[src/rtl/data_frag_rd_ctrl.sv]
// -----------------------------------------------------------------------------
// data_frag_rd_ctrl
// Read-side sequencer and occupancy manager for the TX data-fragmentation TLP
// buffer (257 locations x 4 DW). It keeps the circular write/read pointers and
// the occupancy count. It accepts one TLP descriptor at a time and streams the
// stored TLP out as 8-DW beats, reading two buffer locations per beat.
//
// Optional feature macro: DF_ECRC_EN
//   When defined, an extra ECRC beat follows every EOP beat.
//   When undefined, ecrc_insert is tied low.
//
// Ports
//   clk, rst          : rising-edge clock, synchronous active-high reset
//   wr_en/wr_loc_num  : buffer write of 1..9 locations this cycle
//   wr_ptr, buf_count : next write address, occupied locations
//   buf_full, wr_ovf  : near-full flag, one-cycle pulse when a write is dropped
//   tlp_start/_total_dw, tlp_ready : descriptor handshake (length in DW)
//   beat_ready        : downstream accepts a beat issued this cycle
//   rd_en, rd_addr0/1, rd_loc_num : combinational buffer read request
//   beat_valid/sop/eop/dw_len, ecrc_insert : beat framing, one cycle after issue
// -----------------------------------------------------------------------------
module data_frag_rd_ctrl #(
    parameter int BUF_DEPTH       = 257,
    parameter int ADDR_WIDTH      = 9,
    parameter int COUNT_WIDTH     = 9,
    parameter int NO_LOC_WR_WIDTH = 4,
    parameter int TLP_DW_WIDTH    = 11
) (
    input  logic                       clk,
    input  logic                       rst,
    input  logic                       wr_en,
    input  logic [NO_LOC_WR_WIDTH-1:0] wr_loc_num,
    output logic [ADDR_WIDTH-1:0]      wr_ptr,
    output logic [COUNT_WIDTH-1:0]     buf_count,
    output logic                       buf_full,
    output logic                       wr_ovf,
    input  logic                       tlp_start,
    input  logic [TLP_DW_WIDTH-1:0]    tlp_total_dw,
    output logic                       tlp_ready,
    input  logic                       beat_ready,
    output logic                       rd_en,
    output logic [ADDR_WIDTH-1:0]      rd_addr0,
    output logic [ADDR_WIDTH-1:0]      rd_addr1,
    output logic [1:0]                 rd_loc_num,
    output logic                       beat_valid,
    output logic                       beat_sop,
    output logic                       beat_eop,
    output logic [3:0]                 beat_dw_len,
    output logic                       ecrc_insert
);

    localparam int CW1 = COUNT_WIDTH + 1;   // count arithmetic with carry room
    localparam int LW  = TLP_DW_WIDTH + 1;  // location arithmetic with carry room
    localparam int BW  = TLP_DW_WIDTH - 2;  // beat counter (max 129 beats)

    typedef enum logic [1:0] {
        IDLE = 2'd0,
`ifdef DF_ECRC_EN
        ECRC = 2'd2,
`endif
        SEND = 2'd1
    } state_t;

    state_t                     state_q;
    logic [ADDR_WIDTH-1:0]      wr_ptr_q, rd_ptr_q;
    logic [COUNT_WIDTH-1:0]     count_q, count_d;
    logic                       ovf_q;
    logic [BW-1:0]              beats_left_q;
    logic                       loc_odd_q;
    logic [3:0]                 last_len_q;
    logic                       first_q;
    logic                       bv_q, sop_q, eop_q;
    logic [3:0]                 len_q;

    logic [CW1-1:0]             wr_sum_s, cnt_full_s;
    logic                       wr_drop_s, wr_acc_s;
    logic                       last_beat_s, rd_en_s;
    logic [1:0]                 rd_loc_s;
    logic [LW-1:0]              need_loc_s;
    logic [BW-1:0]              need_beat_s;
    logic [2:0]                 dw_m1_s;
    logic                       tlp_ready_s;

    // Circular pointer advance modulo BUF_DEPTH (n is at most 9, so one wrap suffices).
    function automatic logic [ADDR_WIDTH-1:0] ptr_add(input logic [ADDR_WIDTH-1:0] ptr,
                                                      input logic [NO_LOC_WR_WIDTH-1:0] n);
        logic [ADDR_WIDTH:0] s;
        s = {1'b0, ptr} + {{(ADDR_WIDTH + 1 - NO_LOC_WR_WIDTH){1'b0}}, n};
        if (s >= (ADDR_WIDTH + 1)'(BUF_DEPTH)) begin
            s = s - (ADDR_WIDTH + 1)'(BUF_DEPTH);
        end
        return s[ADDR_WIDTH-1:0];
    endfunction

    // Write admission, read request, descriptor sizing and next occupancy.
    always_comb begin
        wr_sum_s    = {1'b0, count_q} + CW1'(wr_loc_num);
        wr_drop_s   = wr_en && (wr_sum_s > CW1'(BUF_DEPTH));
        wr_acc_s    = wr_en && !wr_drop_s;
        last_beat_s = (beats_left_q == BW'(1));
        rd_en_s     = (state_q == SEND) && beat_ready;
        // Odd location count: the final beat carries only one location.
        if (last_beat_s && loc_odd_q) begin
            rd_loc_s = 2'd1;
        end else begin
            rd_loc_s = 2'd2;
        end
        need_loc_s  = ({1'b0, tlp_total_dw} + LW'(3)) >> 2;
        need_beat_s = BW'(({1'b0, tlp_total_dw} + LW'(7)) >> 3);
        // Last-beat length is ((dw-1) mod 8) + 1, i.e. dw - 8*(B-1).
        dw_m1_s     = 3'(tlp_total_dw - TLP_DW_WIDTH'(1));
        tlp_ready_s = (state_q == IDLE) && (LW'(count_q) >= need_loc_s);
        cnt_full_s  = {1'b0, count_q};
        if (wr_acc_s) begin
            cnt_full_s = cnt_full_s + CW1'(wr_loc_num);
        end else begin
            cnt_full_s = cnt_full_s;
        end
        if (rd_en_s) begin
            cnt_full_s = cnt_full_s - CW1'(rd_loc_s);
        end else begin
            cnt_full_s = cnt_full_s;
        end
        count_d = cnt_full_s[COUNT_WIDTH-1:0];
    end

    // Pointer, occupancy and overflow-pulse registers.
    always_ff @(posedge clk) begin
        if (rst) begin
            wr_ptr_q <= '0;
            rd_ptr_q <= '0;
            count_q  <= '0;
            ovf_q    <= 1'b0;
        end else begin
            if (wr_acc_s) begin
                wr_ptr_q <= ptr_add(wr_ptr_q, wr_loc_num);
            end
            if (rd_en_s) begin
                rd_ptr_q <= ptr_add(rd_ptr_q, NO_LOC_WR_WIDTH'(rd_loc_s));
            end
            count_q <= count_d;
            ovf_q   <= wr_drop_s;
        end
    end

`ifdef DF_ECRC_EN
    logic ecrc_q;
`endif

    // Sequencer FSM with registered beat framing (aligned to buffer read latency).
    always_ff @(posedge clk) begin
        if (rst) begin
            state_q      <= IDLE;
            beats_left_q <= '0;
            loc_odd_q    <= 1'b0;
            last_len_q   <= 4'd0;
            first_q      <= 1'b0;
            bv_q         <= 1'b0;
            sop_q        <= 1'b0;
            eop_q        <= 1'b0;
            len_q        <= 4'd0;
`ifdef DF_ECRC_EN
            ecrc_q       <= 1'b0;
`endif
        end else begin
            bv_q  <= 1'b0;
            sop_q <= 1'b0;
            eop_q <= 1'b0;
            len_q <= 4'd0;
`ifdef DF_ECRC_EN
            ecrc_q <= 1'b0;
`endif
            case (state_q)
                IDLE: begin
                    if (tlp_start && tlp_ready_s) begin
                        beats_left_q <= need_beat_s;
                        loc_odd_q    <= need_loc_s[0];
                        last_len_q   <= {1'b0, dw_m1_s} + 4'd1;
                        first_q      <= 1'b1;
                        state_q      <= SEND;
                    end
                end
                SEND: begin
                    if (beat_ready) begin
                        bv_q         <= 1'b1;
                        sop_q        <= first_q;
                        eop_q        <= last_beat_s;
                        len_q        <= last_beat_s ? last_len_q : 4'd8;
                        first_q      <= 1'b0;
                        beats_left_q <= beats_left_q - BW'(1);
                        if (last_beat_s) begin
`ifdef DF_ECRC_EN
                            state_q <= ECRC;
`else
                            state_q <= IDLE;
`endif
                        end
                    end
                end
`ifdef DF_ECRC_EN
                ECRC: begin
                    if (beat_ready) begin
                        bv_q    <= 1'b1;
                        ecrc_q  <= 1'b1;
                        len_q   <= 4'd1;
                        state_q <= IDLE;
                    end
                end
`endif
                default: begin
                    state_q <= IDLE;
                end
            endcase
        end
    end

    assign wr_ptr      = wr_ptr_q;
    assign buf_count   = count_q;
    assign buf_full    = (count_q > COUNT_WIDTH'(BUF_DEPTH - 9));
    assign wr_ovf      = ovf_q;
    assign tlp_ready   = tlp_ready_s;
    assign rd_en       = rd_en_s;
    // Read address/size are driven only during a read so idle outputs stay 0.
    assign rd_addr0    = rd_en_s ? rd_ptr_q : '0;
    assign rd_addr1    = rd_en_s ? ptr_add(rd_ptr_q, NO_LOC_WR_WIDTH'(1)) : '0;
    assign rd_loc_num  = rd_en_s ? rd_loc_s : 2'd0;
    assign beat_valid  = bv_q;
    assign beat_sop    = sop_q;
    assign beat_eop    = eop_q;
    assign beat_dw_len = len_q;
`ifdef DF_ECRC_EN
    assign ecrc_insert = ecrc_q;
`else
    assign ecrc_insert = 1'b0;
`endif

endmodule
[config.mk]
export PLATFORM = sky130hd
export DESIGN_NAME = data_frag_rd_ctrl
export DESIGN_NICKNAME = d
export VERILOG_FILES = /design/src/rtl/data_frag_rd_ctrl.sv
export SDC_FILE = /design/constraint.sdc
export NUM_CORES = 1
export LEC_CHECK = 0
export BUFFER_PORTS_ARGS = -buffer_cell sky130_fd_sc_hd__buf_2
export CORE_ASPECT_RATIO = 1.25
export CORE_MARGIN = 1.5
export CORE_UTILIZATION = 43
export DETAILED_ROUTE_END_ITERATION = 8
export SKIP_CTS_REPAIR_TIMING = 1
export SLEW_MARGIN = 25
export SYNTH_ARGS = -nofsm -noshare
export SYNTH_HDL_FRONTEND = slang
export SYNTH_SLANG_ARGS = --single-unit
export TNS_END_PERCENT = 1
[constraint.sdc]
create_clock -name clk -period 7.79 [get_ports clk]
set_input_delay 0.779 -clock clk [delete_from_list [all_inputs] [get_ports clk]]
set_output_delay 0.779 -clock clk [all_outputs]
set_load 0.005 [all_outputs]
==> impl_metrics.py, run 1 <==
metrics = {
    "critical_path": {
        "cp.depth": 13,
        "critical_path.max_stage_delay_ps": 520,
        "cp-end-kind": "output pin",
        "worstPathMaxFanout": 7,
        "cp_common_cell": "a21o_1",
        "path_buf_inv": 3,
        "crit_path_cell_trace": "buf_2 -> inv_1 -> ha_1 -> xnor2_1 -> ha_1 -> nand2b_1 -> a21o_1 -> a21o_1 -> a21o_1 -> a21o_1 -> a21oi_1 -> nor2_1 -> buf_2",
        "ff2ff_path_depth": 16,
        "critical_path_arrival_ps": 3510,
        "path_class": "input pin to output pin",
        "crit_required_ps": 7010,
        "crit_family": "compound AO/OA/AOI/OAI gates",
        "cp_slowest_cell": "xnor2_1",
        "cp-start-kind": "input pin",
    },
    "detailed_routing": {
        "viasPerCell": 5.69,
        "drt_first_pass_iters": 4,
        "first_iter_violations": 167,
        "detail_route.wl_per_cell_um": 14.5,
        "drt_wl_total_um": 11700,
        "postRouteAntennaNets": 0,
        "vias": 4573,
        "drcViolationCount": 0,
    },
    "clock_tree": {
        "cts_buffers": 5,
        "clock_path_buffers": 2,
        "cts_tree": "yes",
        "clk_latency_ps": 290,
        "clk_pin_slew_ps": 70,
        "cts.sinks": 51,
        "clockRootBuffer": "clkbuf_16",
        "h-tree-depth": 2,
    },
    "placement": {
        "io_buffers": 68,
        "routabilityCongestion": 0.836,
        "dp.final_hpwl_um": 8710,
        "place_area_mm2": 0.00508,
        "dp_cells": 797,
    },
    "grt": {
        "grt_max_degree": 44,
        "grt-ovfl-total": 0,
        "antenna_found_initial": 0,
        "grtUsageMet3_pct": 2.97,
        "grt_pass1_wl_um": 20000,
        "grt.busiest_layer": "met2",
        "grt_pass1_vias": 4287,
        "met2_usage_pct": 35.9,
        "grt_use_met1_pct": 26.1,
        "grt_use_total_pct": 20.3,
    },
    "floorplanning": {
        "die_w_um": 96.7,
        "rows": 42,
        "dieHeight_um": 120,
        "coreArea_mm2": 0.0107,
        "io_pins": 70,
        "start_util_pct": 44.3,
        "die-area_mm2": 0.0116,
    },
    "power_and_ir_drop": {
        "irDropWorstVdd_mv": 0.107,
        "switching_share_pct": 31.2,
        "netSwitchingPower_uw": 227,
        "p_leak_nw": 2.26,
        "internal-power_uw": 501,
        "total_power_uw": 729,
        "clockPowerShare_pct": 34.4,
        "p_comb_share_pct": 26.7,
        "p_per_area_mw_per_mm2": 139,
        "power_frac_seq_pct": 38.9,
    },
    "yosys": {
        "async_flop_share_pct": 0,
        "yosysTopAreaCellShare_pct": 21.6,
        "yosysUniqueCellTypes": 67,
        "yosys_warnings": 0,
        "synth_seq_cells": 51,
        "yosysSeqAreaShare_pct": 21.6,
        "synth_edf_count": 0,
        "synth_common_cells": "nor2_1 (77), nand2_1 (56), dfxtp_1 (51)",
        "synth_area_leaders": "dfxtp_1 (22%), ha_1 (8.2%), xnor2_1 (7.6%)",
        "yosys_most_used_dff": "dfxtp_1",
        "synth_largest_area_cell": "dfxtp_1",
        "netlist_instances": 632,
        "avgSynthCellArea_um2": 7.47,
        "yosysMostFrequentCell": "nor2_1",
        "synthesis.nets": 687,
        "synth_area_mm2": 0.00472,
    },
    "timing": {
        "worst_pin_slew_ps": 1030,
        "fin_crit_ps": 4290,
        "fin_skew_ps": 6.49,
        "finalHoldViolCount": 0,
        "finalSetupViolCount": 0,
        "rsz0062_at_grt": "no",
        "tns_ps": 0,
        "timing.final.crit_share_pct": 55.1,
        "final-max-slew-violation-count": 0,
        "relSlewSlack_pct": 31.0,
        "timing.fmax_mhz": 233,
    },
    "cells_and_area": {
        "diodes": 0,
        "areaGrowthSynthToFinish_pct": 11.1,
        "final_nets": 727,
        "layout.cells.non_filler": 804,
        "fin_area_mm2": 0.00525,
        "utilization_pct": 49.2,
        "drive_gt1_share_pct": 14.3,
    },
    "status": {
        "outcome": "complete, no violations",
    },
    "min_path": {
        "hold_path_depth": 1,
        "hold_class": "flop to flop",
    },
    "run": {
        "maxCapViolCount": 0,
    },
}
## registers in the layout (all words and copies together), names as in the netlist, 4 cells and up
| name | cells |
|---|---|
| beat_dw_len | 4 |
| beats_left_q | 9 |
| rd_ptr_q | 9 |
| buf_count | 9 |
| wr_ptr | 9 |
| last_len_q | 4 |
## through the flow
stage,worst slack [ps],hold slack [ps]
6_report,3500,475
3_3_place_gp,3350,462
3_5_place_dp,3270,468
2_1_floorplan,3750,440
5_1_grt,3150,502
4_1_cts,3520,477
## layout make-up
cell class | instances | area (um2)
Clock buffer | 5 | 125
Clock inverter | 2 | 37.5
Fill cell | 1083 | 5420
Inverter | 26 | 97.6
Multi-Input combinational cell | 517 | 3440
Sequential cell | 51 | 1020
Tap cell | 132 | 165
Timing Repair Buffer | 71 | 363
## layer usage
layer / up-vias / share of wire (%)
li1: 2312 / -
met1: 2162 / 47
met2: 91 / 49
met3: 8 / 3.5
met4: 0 / 0.80
met5: - / 0
## logic make-up after synthesis
family | share of synthesized area, %
XOR/XNOR | 11.9
AND/OR/NAND/NOR | 27.9
flip-flops | 21.6
adder cells (fa/ha/maj) | 9.91
other | 0.0794
buffers and inverters | 5.56
multiplexers | 3.89
AO/OA/AOI/OAI | 19.1
## power groups by stage
stage	registers [mW]	logic, mW	clock network (mW)
final	0.284	0.194	0.251
after global routing	0.286	0.218	0.268
after CTS	0.284	0.195	0.258
after detailed placement	0.290	0.194	0
after global placement	0.289	0.190	0
after floorplan	0.285	0.150	0
## cell usage in the layout (no fill, tap or decap), drive strengths merged, types with 6 or more instances in the layout
master / n
a31oi: 6
nor3: 21
dfxtp: 51
a21o: 14
nand2: 56
or3: 9
and3: 18
inv: 26
buf: 71
o21a: 6
nand2b: 6
xnor2: 41
nand4: 11
xor2: 23
mux2i: 15
o21ai: 23
ha: 31
a21oi: 42
nand3: 29
nor2: 77
a211oi: 8
## final timing paths
| path | slack, ps | to | from |
|---|---|---|---|
| min | 470 | beat_dw_len[3]$_SDFF_PP0_ | last_len_q[3]$_SDFFE_PP0P_ |
| max | 3500 | tlp_ready | tlp_total_dw[0] |
| max reg2reg | 3500 | rd_ptr_q[4]$_SDFFE_PP0P_ | beats_left_q[4]$_SDFFE_PP0P_ |
| min reg2reg | 470 | beat_dw_len[3]$_SDFF_PP0_ | last_len_q[3]$_SDFFE_PP0P_ |
Note: power is estimated with default switching activity, not from simulation.
==> run 2: changes to the inputs <==
clock period = 4.4 ns   (was 7.79 ns; I/O delays follow)
==> impl_metrics.py, run 2 (same netlist as run 1, synthesis figures left out) <==
metrics = {
    "timing": {
        "timing.fmax_mhz": 254,
        "final-max-slew-violation-count": 0,
        "rsz0062_at_grt": "no",
        "finalHoldViolCount": 0,
        "fin_skew_ps": 6.55,
        "fin_crit_ps": 3940,
        "tns_ps": 0,
        "finalSetupViolCount": 0,
        "worst_pin_slew_ps": 723,
        "timing.final.crit_share_pct": 89.5,
        "relSlewSlack_pct": 51.8,
    },
    "detailed_routing": {
        "drcViolationCount": 0,
        "met1Wirelength_um": 5650,
        "met2_length_um": 5850,
        "first_iter_violations": 201,
        "postRouteAntennaNets": 0,
        "viasPerCell": 5.64,
        "detail_route.wl_per_cell_um": 14.8,
        "drt_first_pass_iters": 4,
        "routed-wl-met3_um": 355,
        "drt_wl_total_um": 12000,
        "top_layer_used": "met4",
        "vias": 4583,
    },
    "critical_path": {
        "path_class": "flop to flop",
        "cp.depth": 15,
        "crit_required_ps": 4630,
        "critical_path_arrival_ps": 4170,
        "critical_path.max_stage_delay_ps": 540,
        "cp-start-kind": "flop",
        "critical_path.startpoint": "beats_left_q[4]$_SDFFE_PP0P_",
        "cp-end-kind": "flop",
        "ff2ff_path_depth": 15,
        "path_buf_inv": 2,
        "r2r-start": "beats_left_q[4]$_SDFFE_PP0P_",
        "cp_slowest_cell": "fa_1",
        "crit_family": "simple AND/OR/NAND/NOR gates",
        "crit_path_cell_trace": "nor3_2 -> and4_1 -> nand2_1 -> inv_1 -> ha_1 -> inv_1 -> fa_1 -> nor3_1 -> xor2_1 -> o41ai_2 -> a21boi_1 -> nor4b_1 -> xor2_1 -> or3_1 -> a21oi_1",
        "worstPathMaxFanout": 9,
    },
    "grt": {
        "grt_use_total_pct": 21.0,
        "grt_max_degree": 35,
        "grt-ovfl-total": 0,
        "grt_pass1_vias": 4387,
        "grt_pass1_wl_um": 20600,
        "antenna_found_initial": 0,
    },
    "floorplanning": {
        "die_w_um": 96.7,
        "dieHeight_um": 120,
        "die-area_mm2": 0.0116,
        "start_util_pct": 44.3,
        "rows": 42,
        "coreArea_mm2": 0.0107,
        "io_pins": 70,
    },
    "min_path": {
        "hold_class": "input pin to flop",
        "hold_path_depth": 2,
        "holdCritStartpoint": "wr_en",
    },
    "clock_tree": {
        "h-tree-depth": 2,
        "clk_latency_ps": 300,
        "cts_buffers": 5,
        "clk_pin_slew_ps": 70,
        "clockRootBuffer": "clkbuf_16",
        "cts.sinks": 51,
        "clock_path_buffers": 2,
        "cts_tree": "yes",
    },
    "cells_and_area": {
        "utilization_pct": 49.7,
        "areaGrowthSynthToFinish_pct": 12.3,
        "layout.cells.non_filler": 812,
        "final_nets": 734,
        "diodes": 0,
        "final_common_cell": "nor2_1",
        "drive_gt1_share_pct": 15.9,
        "fin_area_mm2": 0.00530,
        "fillers": 1106,
        "final_cell_mix": "nor2_1 (75), buf_2 (68), nand2_1 (55), dfxtp_1 (51)",
    },
    "power_and_ir_drop": {
        "p_leak_nw": 2.30,
        "p_per_area_mw_per_mm2": 238,
        "total_power_mw": 1.26,
        "irDropWorstVdd_mv": 0.285,
    },
    "run": {
        "maxCapViolCount": 0,
    },
    "placement": {
        "dp_cells": 804,
        "place_area_mm2": 0.00514,
        "io_buffers": 68,
        "dp.final_hpwl_um": 9050,
        "routabilityCongestion": 0.823,
    },
    "status": {
        "outcome": "complete, no violations",
    },
}
## run 2: cell types whose count changed in the layout (fill, tap and decap cells not counted), sizes merged
| cell | previous run | this run |
|---|---|---|
| inv | 26 | 27 |
| clkinv | 0 | 2 |
| clkinvlp | 1 | 0 |
| buf | 71 | 78 |
| bufinv | 1 | 0 |
## run 2: metrics by stage
| step | worst slack [ps] | hold slack, ps |
|---|---|---|
| floorplan | 631 | 440 |
| CTS | 252 | 431 |
| finish | 461 | 437 |
| global placement | 422 | 458 |
| detailed placement | 277 | 458 |
| global route | 30.7 | 436 |
## run 2: final timing paths
check | slack (ps) | end
min reg2reg | 470 | beat_dw_len[3]$_SDFF_PP0_
max | 460 | rd_ptr_q[7]$_SDFFE_PP0P_
min | 440 | wr_ovf$_SDFF_PP0_
max reg2reg | 460 | rd_ptr_q[7]$_SDFFE_PP0P_
## run 2: worst register-to-register path: cells and delay by family, from the launching register on
kind            cells  cell delay [ps]
simple gates        6             1680
flops               1              370
fa+ha+maj           2              700
xor+xnor            2              400
compound gates      3              550
buf+inv             2              170
## run 2: cell type report
| cell class | instances | area [um2] | area share [%] |
|---|---|---|---|
| Tap cell | 132 | 165 | 3.11 |
| Inverter | 26 | 97.6 | 1.84 |
| Clock inverter | 3 | 28.8 | 0.543 |
| Multi-Input combinational cell | 517 | 3450 | 65.1 |
| Sequential cell | 51 | 1020 | 19.2 |
| Clock buffer | 5 | 125 | 2.36 |
| Timing Repair Buffer | 78 | 415 | 7.83 |
## run 2: metal layers
layer  global-route usage, %  vias to the layer above
li1                        -                     2325
met1                    26.9                     2160
met2                    36.7                       83
met3                    2.50                       15
met4                    6.34                        0
met5                       0                        -
## run 2: where the power goes
part           internal (mW)  switching (mW)
Clock                  0.217           0.189
Combinational          0.150           0.202
Sequential             0.477          0.0260
==> run 3: changes to the inputs <==
ABC_AREA = 1   (was not set)
CTS_CLUSTER_DIAMETER = 120   (was not set)
PLACE_DENSITY = 0.69   (was not set)
==> impl_metrics.py, run 3 <==
metrics = {
    "clock_tree": {
        "cts_tree": "yes",
        "cts.sinks": 51,
        "cts_buffers": 5,
        "clk_latency_ps": 280,
        "clockRootBuffer": "clkbuf_16",
        "clk_pin_slew_ps": 70,
        "clock_path_buffers": 2,
        "h-tree-depth": 2,
    },
    "critical_path": {
        "path_buf_inv": 3,
        "crit_family": "simple AND/OR/NAND/NOR gates",
        "path_class": "flop to flop",
        "cp-end-kind": "flop",
        "cp_common_cell": "nand2_1",
        "worstPathMaxFanout": 16,
        "crit_required_ps": 4590,
        "critical_path.max_stage_delay_ps": 450,
        "cp-start-kind": "flop",
        "cp_slowest_cell": "nor2_1",
        "r2r_slack_ps": 830,
        "crit_path_cell_trace": "nor2_1 -> nand2_1 -> inv_1 -> nand4_1 -> nor2_1 -> ha_1 -> inv_1 -> fa_1 -> nor2_2 -> nand2_1 -> xor2_1 -> nand2_1 -> nor2_1 -> o21ai_0 -> nand2_1 -> nand2_2 -> nand3_1 -> nand2_1 -> o21ai_1 -> inv_1",
        "critical_path_arrival_ps": 3760,
    },
    "cells_and_area": {
        "final_cell_mix": "nand2_1 (158), inv_1 (118), nor2_1 (78), buf_2 (68), dfxtp_1 (51)",
        "final_nets": 850,
        "drive_gt1_share_pct": 15.2,
        "final_common_cell": "nand2_1",
        "fillers": 1152,
        "diodes": 0,
        "layout.cells.non_filler": 927,
        "utilization_pct": 49.6,
        "areaGrowthSynthToFinish_pct": 11.8,
    },
    "timing": {
        "relSlewSlack_pct": 56.5,
        "fin_crit_ps": 3570,
        "finalHoldViolCount": 0,
        "timing.fmax_mhz": 280,
        "worst_pin_slew_ps": 652,
        "tns_ps": 0,
        "finalSetupViolCount": 0,
        "fin_ws_ps": 827,
        "timing.final.crit_share_pct": 81.2,
        "fin_skew_ps": 4.68,
        "rsz0062_at_grt": "no",
        "final-max-slew-violation-count": 0,
        "hold_ws_ps": 438,
    },
    "power_and_ir_drop": {
        "irDropWorstVdd_mv": 0.239,
        "p_leak_nw": 2.73,
        "clockPowerShare_pct": 27.7,
        "power_frac_seq_pct": 38.0,
        "p_per_area_mw_per_mm2": 266,
        "internal-power_uw": 900,
        "switching_share_pct": 36.1,
        "p_comb_share_pct": 34.2,
        "netSwitchingPower_uw": 509,
    },
    "detailed_routing": {
        "viasPerCell": 5.02,
        "drt_first_pass_iters": 4,
        "first_iter_violations": 183,
        "drcViolationCount": 0,
        "drt_wl_total_um": 11300,
        "vias": 4656,
        "postRouteAntennaNets": 0,
        "detail_route.wl_per_cell_um": 12.2,
    },
    "status": {
        "outcome": "complete, no violations",
    },
    "grt": {
        "grt_pass1_wl_um": 19300,
        "grt-ovfl-total": 0,
        "grt_pass1_vias": 4419,
        "grt_use_total_pct": 19.5,
        "grt_max_degree": 37,
        "antenna_found_initial": 0,
    },
    "placement": {
        "io_buffers": 68,
        "dp.final_hpwl_um": 8930,
        "dp_cells": 920,
        "routabilityCongestion": 0.850,
        "preCtsSetupSlack_ps": 633,
    },
    "yosys": {
        "netlist_instances": 736,
        "yosysMostFrequentCell": "nand2_1",
        "yosysTopAreaCellShare_pct": 21.6,
        "yosys_most_used_dff": "dfxtp_1",
        "synth_area_mm2": 0.00474,
        "synth_largest_area_cell": "dfxtp_1",
        "yosys_warnings": 0,
        "synth_seq_cells": 51,
        "synth_common_cells": "nand2_1 (158), inv_1 (118), nor2_1 (78)",
        "synth_area_leaders": "dfxtp_1 (22%), nand2_1 (13%), inv_1 (9.4%)",
        "avgSynthCellArea_um2": 6.44,
        "synthesis.nets": 791,
        "async_flop_share_pct": 0,
        "synth_edf_count": 0,
        "yosysSeqAreaShare_pct": 21.6,
        "yosysUniqueCellTypes": 48,
    },
    "min_path": {
        "hold_class": "flop to flop",
    },
    "floorplanning": {
        "die-area_mm2": 0.0117,
        "rows": 42,
        "io_pins": 70,
        "die_w_um": 96.9,
        "dieHeight_um": 120,
        "coreArea_mm2": 0.0107,
        "start_util_pct": 44.4,
    },
    "run": {
        "maxCapViolCount": 0,
    },
}
## run 3: changes by cell type after synthesis, moves of 17 or more
| cell | delta |
|---|---|
| and3_1 | -18 |
| clkbuf_1 | -17 |
| inv_1 | +92 |
| nand2_1 | +102 |
| nand3_1 | +20 |
| xnor2_1 | -33 |
## run 3: worst min-delay path, delay by kind of cell, from the launching register on
family / cells / cell delay (ps)
flip-flops: 1 / 300
AND/OR/NAND/NOR: 1 / 40
buffers and inverters: 1 / 60
## run 3: through the flow
step,total power [mW],instance area [um2]
detailed placement,1.03,5150
floorplan,0.915,4740
finish,1.41,5290
global placement,1.03,5150
CTS,1.42,5290
global route,1.52,5290
## run 3: final timing paths
kind / from / end / cells past startpoint
worst max register to register: beats_left_q[4]$_SDFFE_PP0P_ / rd_ptr_q[6]$_SDFFE_PP0P_ / 20
worst max-delay path: beats_left_q[4]$_SDFFE_PP0P_ / rd_ptr_q[6]$_SDFFE_PP0P_ / 20
worst min-delay path: last_len_q[2]$_SDFFE_PP0P_ / beat_dw_len[2]$_SDFF_PP0_ / 2
worst min register to register: last_len_q[2]$_SDFFE_PP0P_ / beat_dw_len[2]$_SDFF_PP0_ / 2
## run 3: layout make-up
| cell class | count | area [um2] | area share [%] |
|---|---|---|---|
| inverter | 123 | 467 | 8.82 |
| timing repair buffer | 69 | 348 | 6.57 |
| clock buffer | 6 | 139 | 2.62 |
| multi-input combinational | 545 | 3150 | 59.5 |
| clock inverter | 1 | 5.00 | 0.0945 |
| sequential | 51 | 1020 | 19.3 |
| tap | 132 | 165 | 3.12 |
## run 3: logic make-up after synthesis
logic type	count (synthesis)	synth area share, %
buffers and inverters	140	12.0
adders and majority gates	35	9.88
xor gates and xnor gates	43	8.27
DFF	51	21.6
other	1	0.0792
AOI/OAI and AO/OA	119	14.8
and+or+nand+nor	347	33.5
## run 3: routing by layer
metal	vias up	share of wire, %	track usage (%)
li1	2488	-	-
met1	2084	46	24.2
met2	70	49	35.4
met3	14	2.9	2.43
met4	0	1.4	5.43
met5	-	0	0
## run 3: power groups by stage
stage,Sequential (mW),Clock [mW],Combinational (mW)
after floorplan,0.536,0,0.379
after global placement,0.548,0,0.480
after detailed placement,0.547,0,0.480
after CTS,0.536,0.401,0.484
after global routing,0.542,0.424,0.556
final,0.536,0.391,0.482
